[config.mk]
export PLATFORM = sky130hd
export DESIGN_NAME = program_sequencer
export DESIGN_NICKNAME = d
export VERILOG_FILES = /design/src/rtl/program_sequencer.sv
export SDC_FILE = /design/constraint.sdc
export NUM_CORES = 1
export LEC_CHECK = 0
export BUFFER_PORTS_ARGS = -buffer_cell sky130_fd_sc_hd__buf_2
export CORE_MARGIN = 4
export CORE_UTILIZATION = 64
export CTS_CLUSTER_DIAMETER = 200
export DETAILED_ROUTE_END_ITERATION = 12
export PLACE_DENSITY = 0.84
export SLEW_MARGIN = 20
export SYNTH_ARGS = -nofsm -noshare
export SYNTH_HDL_FRONTEND = slang
export SYNTH_SLANG_ARGS = --single-unit
export TNS_END_PERCENT = 5
[constraint.sdc]
create_clock -name clk -period 4.8 [get_ports clk]
set_input_delay 0 -clock clk [delete_from_list [all_inputs] [get_ports clk]]
set_output_delay 0 -clock clk [all_outputs]
set_load 0.005 [all_outputs]
[src/rtl/program_sequencer.sv]
// program_sequencer: program RAM and PC that feed words to the processor bus on Ext/IRin requests.
// Runs to end of program or single-steps per instruction; issues NOP_WORD whenever it has nothing to give.
module program_sequencer #(
    parameter int          ADDR_W   = 4,
    parameter logic [9:0]  NOP_WORD = 10'h002
) (
    input  logic              clk,
    input  logic              reset,
    input  logic              prog_we,
    input  logic [ADDR_W-1:0] prog_addr,
    input  logic [9:0]        prog_data,
    input  logic [ADDR_W:0]   prog_len,
    input  logic              start,
    input  logic              step_mode,
    input  logic              step,
    input  logic              Ext,
    input  logic              IRin,
    input  logic              Clr,
    output logic [9:0]        data,
    output logic [ADDR_W:0]   pc,
    output logic              running,
    output logic              halted,
    output logic [7:0]        fetch_count
);
    localparam int              DEPTH   = 2 ** ADDR_W;
    localparam logic [ADDR_W:0] DEPTH_W = (ADDR_W + 1)'(DEPTH);

    typedef enum logic [1:0] {IDLE, RUN, PAUSE, HALT} state_t;

    state_t            state_q, state_d;
    logic [ADDR_W:0]   pc_q, pc_d, len_q, len_d;
    logic [7:0]        fetch_count_q, fetch_count_d;
    logic              running_q, halted_q;
    logic              idle_or_halt, issue;
    logic [9:0]        mem [DEPTH];

    always_comb begin
        idle_or_halt  = state_q == IDLE || state_q == HALT;
        issue         = state_q == RUN && pc_q < len_q;
        state_d       = state_q;
        pc_d          = pc_q;
        len_d         = len_q;
        fetch_count_d = fetch_count_q;
        if (idle_or_halt && start) begin
            pc_d          = '0;
            fetch_count_d = '0;
            // lengths beyond the RAM are clamped so pc can never index past it
            len_d         = prog_len > DEPTH_W ? DEPTH_W : prog_len;
            state_d       = prog_len == '0 ? HALT : RUN;
        end else if (state_q == RUN) begin
            if (issue && Ext) begin
                pc_d = pc_q + 1'b1;
                if (IRin && fetch_count_q != 8'hFF)
                    fetch_count_d = fetch_count_q + 8'd1;
            end
            if (Ext && !issue)
                state_d = HALT;
            else if (Clr && step_mode)
                state_d = PAUSE;
        end else if (state_q == PAUSE && (step || !step_mode)) begin
            state_d = RUN;
        end
    end

    always_ff @(posedge clk) begin
        if (reset) begin
            state_q       <= IDLE;
            pc_q          <= '0;
            len_q         <= '0;
            fetch_count_q <= '0;
            running_q     <= 1'b0;
            halted_q      <= 1'b0;
        end else begin
            state_q       <= state_d;
            pc_q          <= pc_d;
            len_q         <= len_d;
            fetch_count_q <= fetch_count_d;
            running_q     <= state_d == RUN;
            halted_q      <= state_d == HALT;
        end
    end

    always_ff @(posedge clk) begin
        if (prog_we && idle_or_halt)
            mem[prog_addr] <= prog_data;
    end

    assign data        = issue ? mem[pc_q[ADDR_W-1:0]] : NOP_WORD;
    assign pc          = pc_q;
    assign running     = running_q;
    assign halted      = halted_q;
    assign fetch_count = fetch_count_q;
endmodule

* Word-level counts from Yosys, hierarchy flattened
Memories as Yosys holds them, arrays and structs flattened. A register that Yosys moved wholly into a read port is not among the register bits.
Cells that the tools add are included.
Widths: inputs -> output; s select.
** Cells by class
- Add/subtract/negate cells :: 2
- $mul :: 0
- Div/mod/pow operators :: 0
- Magnitude comparators :: 2
- Equal/unequal tests :: 6
- Shift-type cells :: 0
- Multiplexer cells :: 12
- Bitwise logic cells :: 0
- Reduce and logical (&&, ||, !) cells :: 17
** Operators by type and width (number)
- $mux 2 :: 6
- $mux 10 :: 1
- $add 8x1->8 const B :: 1
- $logic_and 1x1->1 :: 8
- $mux 4 :: 2
- $ne 8x8->1 const B :: 1
- $eq 2x2->1 const B :: 3
- $add 5x1->5 const B :: 1
- $gt 5x5->1 const B :: 1
- $logic_not 5->1 :: 1
- $lt 5x5->1 :: 1
- $mux 5 :: 1
- $eq 2x1->1 const B :: 2
- $reduce_and 3->1 :: 1
- $logic_not 1->1 :: 2
- $logic_not 2->1 :: 1
- $logic_or 1x1->1 :: 2
- $mux 1 :: 2
- $reduce_and 2->1 :: 1
- $reduce_or 2->1 :: 1
** Word-level totals
- Bits in registers :: 22
- Bits in latches :: 0
- Bits in writable memories :: 160
- ROM bits :: 0
- Input port bits :: 28
- Word-level logic and storage cells :: 46
- Memories :: 1
** Memory list
- mem :: depth 16, width 10, read ports 1, clocked after memory_dff 1, write ports 1, line 35 : logic [9:0] mem [DEPTH];

* Depth between registers and ports, before layout
Gate-level depths: netlist of the first run.
- Depth after elaboration :: 8
- Depth in mapped cells :: 8
- Depth with buffers taken out :: 7

* Worst setup path after synthesis of the first run
No wires, ideal clock.
- Path kind :: flip-flop to flip-flop
- Start point :: reg state_q[0]
- End point :: mem mem[0][0], enable pin
- Data arrival time :: 1905 ps
- Required time :: 4410 ps
- Slack :: 2505 ps
- Cell stages (with the launch flop) :: 6
- Path buffers :: 0
- Clock period less this slack :: 2295 ps
- Cell sequence :: dfxtp_1 inv_1 ha_1 nand2_1 or3_1 nor3_1
** Between the ends
- Longest elaborated chain between the ends :: 5
- Elaborated cells on any way between the ends :: 6
- Those cells by class :: eq/ne: 1; mux: 2; reduce/logical: 3
** RTL lines
- start: declaration :: line 30 : state_t state_q, state_d;
- start signal: assignment :: line 74 : state_q <= state_d;
- $eq 2x2->1 / $logic_not 2->1 (equally long branches) :: line 38 : idle_or_halt = state_q == IDLE || state_q == HALT;
- $logic_or 1x1->1 (*) :: line 38
- $logic_and 1x1->1 (*) :: line 84 : if (prog_we && idle_or_halt)
- $mux 1 (*) :: line 84
- $mux 1 (not written as such) (*) :: line 85 : mem[prog_addr] <= prog_data;
- end: declaration :: line 35
Every way passes the cells marked *; elsewhere a longest branch is shown, timed or not.

==> key figures, run 1 <==
STA
  – TNS Setup: 0 ns
  – Worst-margin pin slew: 1.06 ns
  – WHS: 0.0830 ns
  – Final Max Slew Viols: 0
  – Slew HR: 29.2%
  – Minimum clock period: 3.00 ns
  – Unrepaired setup endpoints after global routing: false
  – Final clock skew: 0.00982 ns
  – FMAX: 0.333 GHz
  – Final Hold Viols: 0
  – Final worst slack: 1.80 ns
  – Setup violations, final: 0
  – Final worst-path cycle share: 62.6%

Critical path
  – Crit path launch type: register
  – Critical-path cell list: buf_4, mux4_2, nor2b_1, a211oi_1, a211oi_1, buf_2
  – CP required: 4.80 ns
  – Crit path max-delay cell type: dfxtp_2
  – CP Capture Type: output port
  – Critical Path Max Stage Delay: 0.87 ns
  – R2R depth: 5
  – Cell family with most CP delay: flip-flops
  – CP Depth: 6
  – CP most frequent cell: a211oi_1
  – Worst EP arrival: 3.00 ns
  – WP buf/inv: 2
  – Crit path max fanout: 23
  – Critical path class: reg -> out

Finish
  – Share of layout cells above drive strength 1: 28.9%
  – Synthesis-to-finish area growth: 16.7%
  – Final instance area: 0.00867 mm^2
  – Nets: 539
  – Layout Cells excl Fill: 659
  – Fill count: 619
  – Core Util, Final: 76.3%
  – Antenna Cells: 0

Clock network
  – Longest Clk Path Bufs: 2
  – Worst-Skew Late Latency: 0.43 ns
  – Cts bufs inserted: 17
  – H-tree Lvls: 4
  – Gates resized, CTS repair: 0
  – Clock-pin transition on the worst setup and hold timing paths: 0.06 ns
  – CTS sink count: 186
  – CTS tree: done
  – Number of setup buffers added after CTS: 0
  – Clk root buf: clkbuf_16

Routing
  – WL/cell: 24.5 um
  – DR pass1 iterations: 5
  – Final WL: 16.1 mm
  – Routed Antenna Nets: 0
  – First DRT Iteration DRCs: 443
  – Via count: 4221
  – Vias per Instance: 6.41
  – DRC: 0

Synthesis
  – Mux contribution to synthesized area: 13.8%
  – Fraction of registers with async set or reset after synthesis: 0%
  – Syn. warnings: 0
  – Synthesized area per cell: 17.9 um^2
  – Top cell type's share of synthesized area: 64.7%
  – Post-synthesis register bit count: 186
  – Post-synthesis xor/xnor area fraction: 0.354%
  – Syn Inst Count: 416
  – Post-synth EDFFs: 160
  – Post-synthesis compound-gate area fraction: 5.52%
  – Post-Syn Area: 0.00743 mm^2
  – Synth area leader: edfxtp_1
  – Synth top cells by count: 160 x edfxtp_1, 40 x mux4_2, 26 x dfxtp_1
  – Main combinational cell family by area after synthesis: multiplexers
  – Register area share after synthesis: 71.7%
  – Post-Synth Adder-Cell Area: 1.35%
  – Top cells by area, synth: edfxtp_1 65%, mux4_2 12%, dfxtp_1 7.0%
  – Netlist cell types: 43
  – Post-Synth Simple-Gate Area: 5.68%
  – Syn_nets: 452
  – Ys flop type: edfxtp_1
  – Most frequent cell after synthesis: edfxtp_1

Status
  – Status: finished clean

Floorplan
  – Cell Rows: 39
  – Chip width: 116 um
  – Die Ht: 116 um
  – Io pins: 53
  – Die Area: 0.0134 mm^2
  – Initial Utilization: 65.3%
  – Core Area: 0.0114 mm^2

Global route
  – Grt ovf: 0
  – Gr usage total: 26.7%
  – First-pass GRT wire length: 25.5 mm
  – Number of global-route vias before repair: 4467
  – Antenna violations before repair: 0
  – Largest net degree at the start of global routing: 30

Placed design
  – Hpwl dp: 9.45 mm
  – Inst Count DP: 608
  – PortBufs: 52
  – Final Wtd Congestion: 0.846
  – Place WS: 2.16 ns
  – Placed Area: 0.00790 mm^2

Power
  – Power per Cell Area: 387 mW/mm^2
  – LEAKAGE: 2.85 nW
  – Maximum vdd drop: 0.000328 V
  – Power Total: 3.36 mW

Worst hold path
  – Worst hold path type: in -> reg
  – Hold path cells: 4

Job
  – Max-cap violations: 0
## tightest hold or removal path: cells and delay by family
family | cells | cell delay [ns]
and+or+nand+nor | 2 | 0.18
buffers and inverters | 1 | 0.08
AOI/OAI and AO/OA | 1 | 0.20
## final timing paths
kind | startpoint | end | slack, ns
setup reg to reg | state_q[0] | mem[4][2] | 2.39
hold reg to reg | len_q[1] | len_q[1] | 0.51
setup / recovery | register | data[0] | 1.80
hold / removal | prog_len[3] | halted | 0.08
## where the power goes
group	switching (mW)	internal, mW	leakage (nW)
combinational	0.118	0.0812	0.930
clock	0.592	0.768	0.265
sequential	0.0145	1.78	1.65
total	0.725	2.63	2.85
## final cells by class
class | instances | area [um^2] | share of cell area (%)
clock inverters | 14 | 150 | 1.73
inverters | 9 | 33.8 | 0.389
repair buffers | 86 | 563 | 6.49
flip-flops and latches | 186 | 5330 | 61.4
clock buffers | 18 | 429 | 4.95
multi-input cells | 203 | 1990 | 23.0
well taps | 143 | 179 | 2.06
## metal layers
| metal | GRT usage (%) | wire [um] | vias to the layer above |
|---|---|---|---|
| met3 | 6.01 | 1440 | 38 |
| met4 | 9.67 | 383 | 0 |
| li1 | - | - | 1862 |
| met5 | 0 | 0 | - |
| met2 | 42.7 | 8110 | 230 |
| met1 | 37.0 | 6200 | 2091 |
## registers in the layout, summed over array words and instances, names as in the netlist, named ones only
name         count
mem            160
fetch_count      8
len_q            5
pc               5
state_q          2
halted           1
running          1
## timing repair
| action | 4_1_cts | 5_1_grt |
|---|---|---|
| setup endpoints to repair | 0 | 0 |
| hold endpoints to repair | 170 | 0 |
| hold buffers | 19 | 0 |
## kinds of logic (layout without fill, tap and decap cells)
kind of cell,Yosys count,count (layout)
compound gates,59,59
xor+xnor,3,3
fa+ha+maj,8,8
buf+inv,27,127
flops,186,186
mux,52,52
simple gates,81,81
## placed cells by master (no fill, tap or decap), types with 11 or more instances in the layout
master,netlist,layout
mux2i_1,11,11
buf_4,1,15
edfxtp_1,160,160
a21oi_1,15,15
dlygate4sd3_1,0,19
clkbuf_16,0,17
dfxtp_1,26,24
buf_2,3,52
a211oi_1,19,19
nand2_1,13,13
nor2_1,23,21
mux4_2,40,40
(Power assumes the default switching activity.)
==> run 2, diff against run 1 <==
--- a/config.mk
+++ b/config.mk
@@ -7,10 +7,10 @@
 export LEC_CHECK = 0
 export BUFFER_PORTS_ARGS = -buffer_cell sky130_fd_sc_hd__buf_2
 export CORE_MARGIN = 4
-export CORE_UTILIZATION = 64
+export CORE_UTILIZATION = 54
 export CTS_CLUSTER_DIAMETER = 200
 export DETAILED_ROUTE_END_ITERATION = 12
-export PLACE_DENSITY = 0.84
+export PLACE_DENSITY = 0.75
 export SLEW_MARGIN = 20
 export SYNTH_ARGS = -nofsm -noshare
 export SYNTH_HDL_FRONTEND = slang
==> constraint.sdc (replaced) <==
create_clock -name clk -period 2.5 [get_ports clk]
set_input_delay 0 -clock clk [delete_from_list [all_inputs] [get_ports clk]]
set_output_delay 0 -clock clk [all_outputs]
set_load 0.005 [all_outputs]
==> run 2 against run 1 <==
Compared with the run above:
- total power is 90% higher
- largest cell class unchanged
- first-iteration DRC count is 33% lower
- core utilization is 10 points lower
- register-to-register slack worse by 2.0 ns
- highest routed layer unchanged
- critical path depth is 2 higher
- clock power is 85% higher
- die area is 17% higher
- via count is 2.7% lower
- sequential power is 91% higher
==> key figures, run 2 (synthesized netlist as in run 1, its figures left out) <==
Finish
  – Most frequent cells in the layout: 160 x edfxtp_1, 52 x buf_2, 40 x mux4_2, 24 x dfxtp_1
  – Share of layout cells above drive strength 1: 30.0%
  – Antenna Cells: 0
  – Max FFs per register: 160
  – Final instance area: 0.00883 mm^2
  – Commonest non-fill, non-tap cell in the layout: edfxtp_1
  – Area of the multi-input gates: 0.00202 mm^2
  – Synthesis-to-finish area growth: 18.9%
  – Seq. cell area: 0.00533 mm^2
  – Fill count: 911
  – Core Util, Final: 66.2%
  – Top reg by flops: mem
  – Nets: 550

Clock network
  – CTS tree: done
  – Clk root buf: clkbuf_16
  – Clock-pin transition on the worst setup and hold timing paths: 0.07 ns
  – Longest Clk Path Bufs: 2
  – H-tree Lvls: 4
  – Number of setup buffers added after CTS: 0
  – Worst-Skew Late Latency: 0.42 ns
  – Cts bufs inserted: 17
  – CTS sink count: 186

Routing
  – Final WL: 14.6 mm
  – Met1 WL: 5.83 mm
  – Met3 wire length: 1.05 mm
  – WL met2: 7.49 mm
  – Vias per Instance: 5.84
  – DRC: 0
  – DR pass1 iterations: 4
  – First DRT Iteration DRCs: 298
  – Max layer used: met4
  – WL/cell: 20.7 um
  – Routed Antenna Nets: 0
  – Via count: 4105

Global route
  – Largest net degree at the start of global routing: 27
  – Antenna violations before repair: 0
  – Gr usage total: 19.9%
  – Grt ovf: 0
  – Number of global-route vias before repair: 4216
  – First-pass GRT wire length: 23.5 mm

STA
  – Slew HR: 63.7%
  – Worst-margin pin slew: 0.542 ns
  – TNS Setup: 0 ns
  – Minimum clock period: 2.38 ns
  – Final Hold Viols: 0
  – Setup violations, final: 0
  – Final worst-path cycle share: 95.2%
  – FMAX: 0.420 GHz
  – Unrepaired setup endpoints after global routing: false
  – Final Max Slew Viols: 0
  – Final clock skew: 0.00720 ns

Critical path
  – Worst EP arrival: 2.38 ns
  – Crit path launch type: register
  – WP buf/inv: 3
  – Setup slack, reg-to-reg: 0.44 ns
  – Crit path max-delay cell type: dfxtp_1
  – CP Capture Type: output port
  – Crit path max fanout: 10
  – Critical Path Max Stage Delay: 0.33 ns
  – Cell family with most CP delay: compound AO/OA/AOI/OAI gates
  – Critical path class: reg -> out
  – CP required: 2.50 ns
  – Critical-path cell list: inv_1, ha_1, a21o_1, a31oi_4, o21ai_1, buf_4, a211o_1, buf_2

Power
  – LEAKAGE: 2.92 nW
  – Power per Cell Area: 720 mW/mm^2
  – Maximum vdd drop: 0.000471 V

Placed design
  – PortBufs: 52
  – Placed Area: 0.00804 mm^2
  – Final Wtd Congestion: 0.857
  – Hpwl dp: 9.37 mm

Floorplan
  – Core Area: 0.0133 mm^2
  – Die Ht: 125 um
  – Io pins: 53
  – Die Area: 0.0157 mm^2
  – Initial Utilization: 55.7%
  – Cell Rows: 42
  – Chip width: 125 um

Status
  – Status: finished clean

Job
  – Max-cap violations: 0

Worst hold path
  – Worst hold path type: in -> reg
-- run 2: cell count changes in the layout (fill, tap and decap cells not counted), moves of 2 or more --
cell | before | now
a211oi_1 | 19 | 15
a211oi_2 | 1 | 4
buf_12 | 0 | 2
buf_4 | 15 | 23
clkinv_1 | 0 | 3
clkinv_2 | 2 | 4
clkinvlp_4 | 6 | 3
nor2_1 | 21 | 23
nor2_2 | 2 | 0
-- run 2: what timing repair did --
action / in CTS / in global routing
gates resized for setup: 0 / 8
setup endpoints to repair: 3 / 9
hold buffers: 19 / 0
hold endpoints to repair: 170 / 0
-- run 2: worst paths after layout --
kind                    start  cells after the start  endpoint
setup / recovery     len_q[2]                      8   data[1]
setup reg to reg   state_q[0]                      7  len_q[0]
hold / removal    prog_len[0]                      4    halted
hold reg to reg      len_q[2]                      2  len_q[2]
-- run 2: metrics by stage --
| step | instances | hold slack (ns) | power [mW] | worst slack, ns |
|---|---|---|---|---|
| 2_1_floorplan | 416 | 0.0989 | 3.72 | 0.205 |
| 3_3_place_gp | 652 | 0.303 | 3.86 | 0.518 |
| 3_5_place_dp | 652 | 0.314 | 3.87 | 0.429 |
| 4_1_cts | 703 | 0.0533 | 6.40 | -0.0272 |
| 5_1_grt | 703 | 0.0901 | 6.58 | 0.00991 |
| 6_report | 703 | 0.0785 | 6.36 | 0.121 |
-- run 2: area by class of cell --
cell class | count | area share, %
Clock inverter | 14 | 1.49
Multi-Input combinational cell | 203 | 22.8
Tap cell | 176 | 2.49
Sequential cell | 186 | 60.3
Clock buffer | 18 | 4.86
Inverter | 9 | 0.382
Timing Repair Buffer | 97 | 7.63
-- run 2: per-layer routing --
metal	vias up	track usage, %
li1	1876	-
met1	2052	26.0
met2	160	32.6
met3	17	5.20
met4	0	7.02
met5	-	0
-- run 2: report_power, final --
part           internal [mW]  total, mW  switching, mW
registers               3.42       3.44         0.0177
clock network           1.45       2.52           1.07
logic                  0.168      0.399          0.231
total                   5.05       6.36           1.32
-- run 2: tightest hold or removal path: cells and delay by family --
kind,cells,cell delay (ns)
AOI/OAI and AO/OA,1,0.18
buffers and inverters,1,0.09
and+or+nand+nor,2,0.18
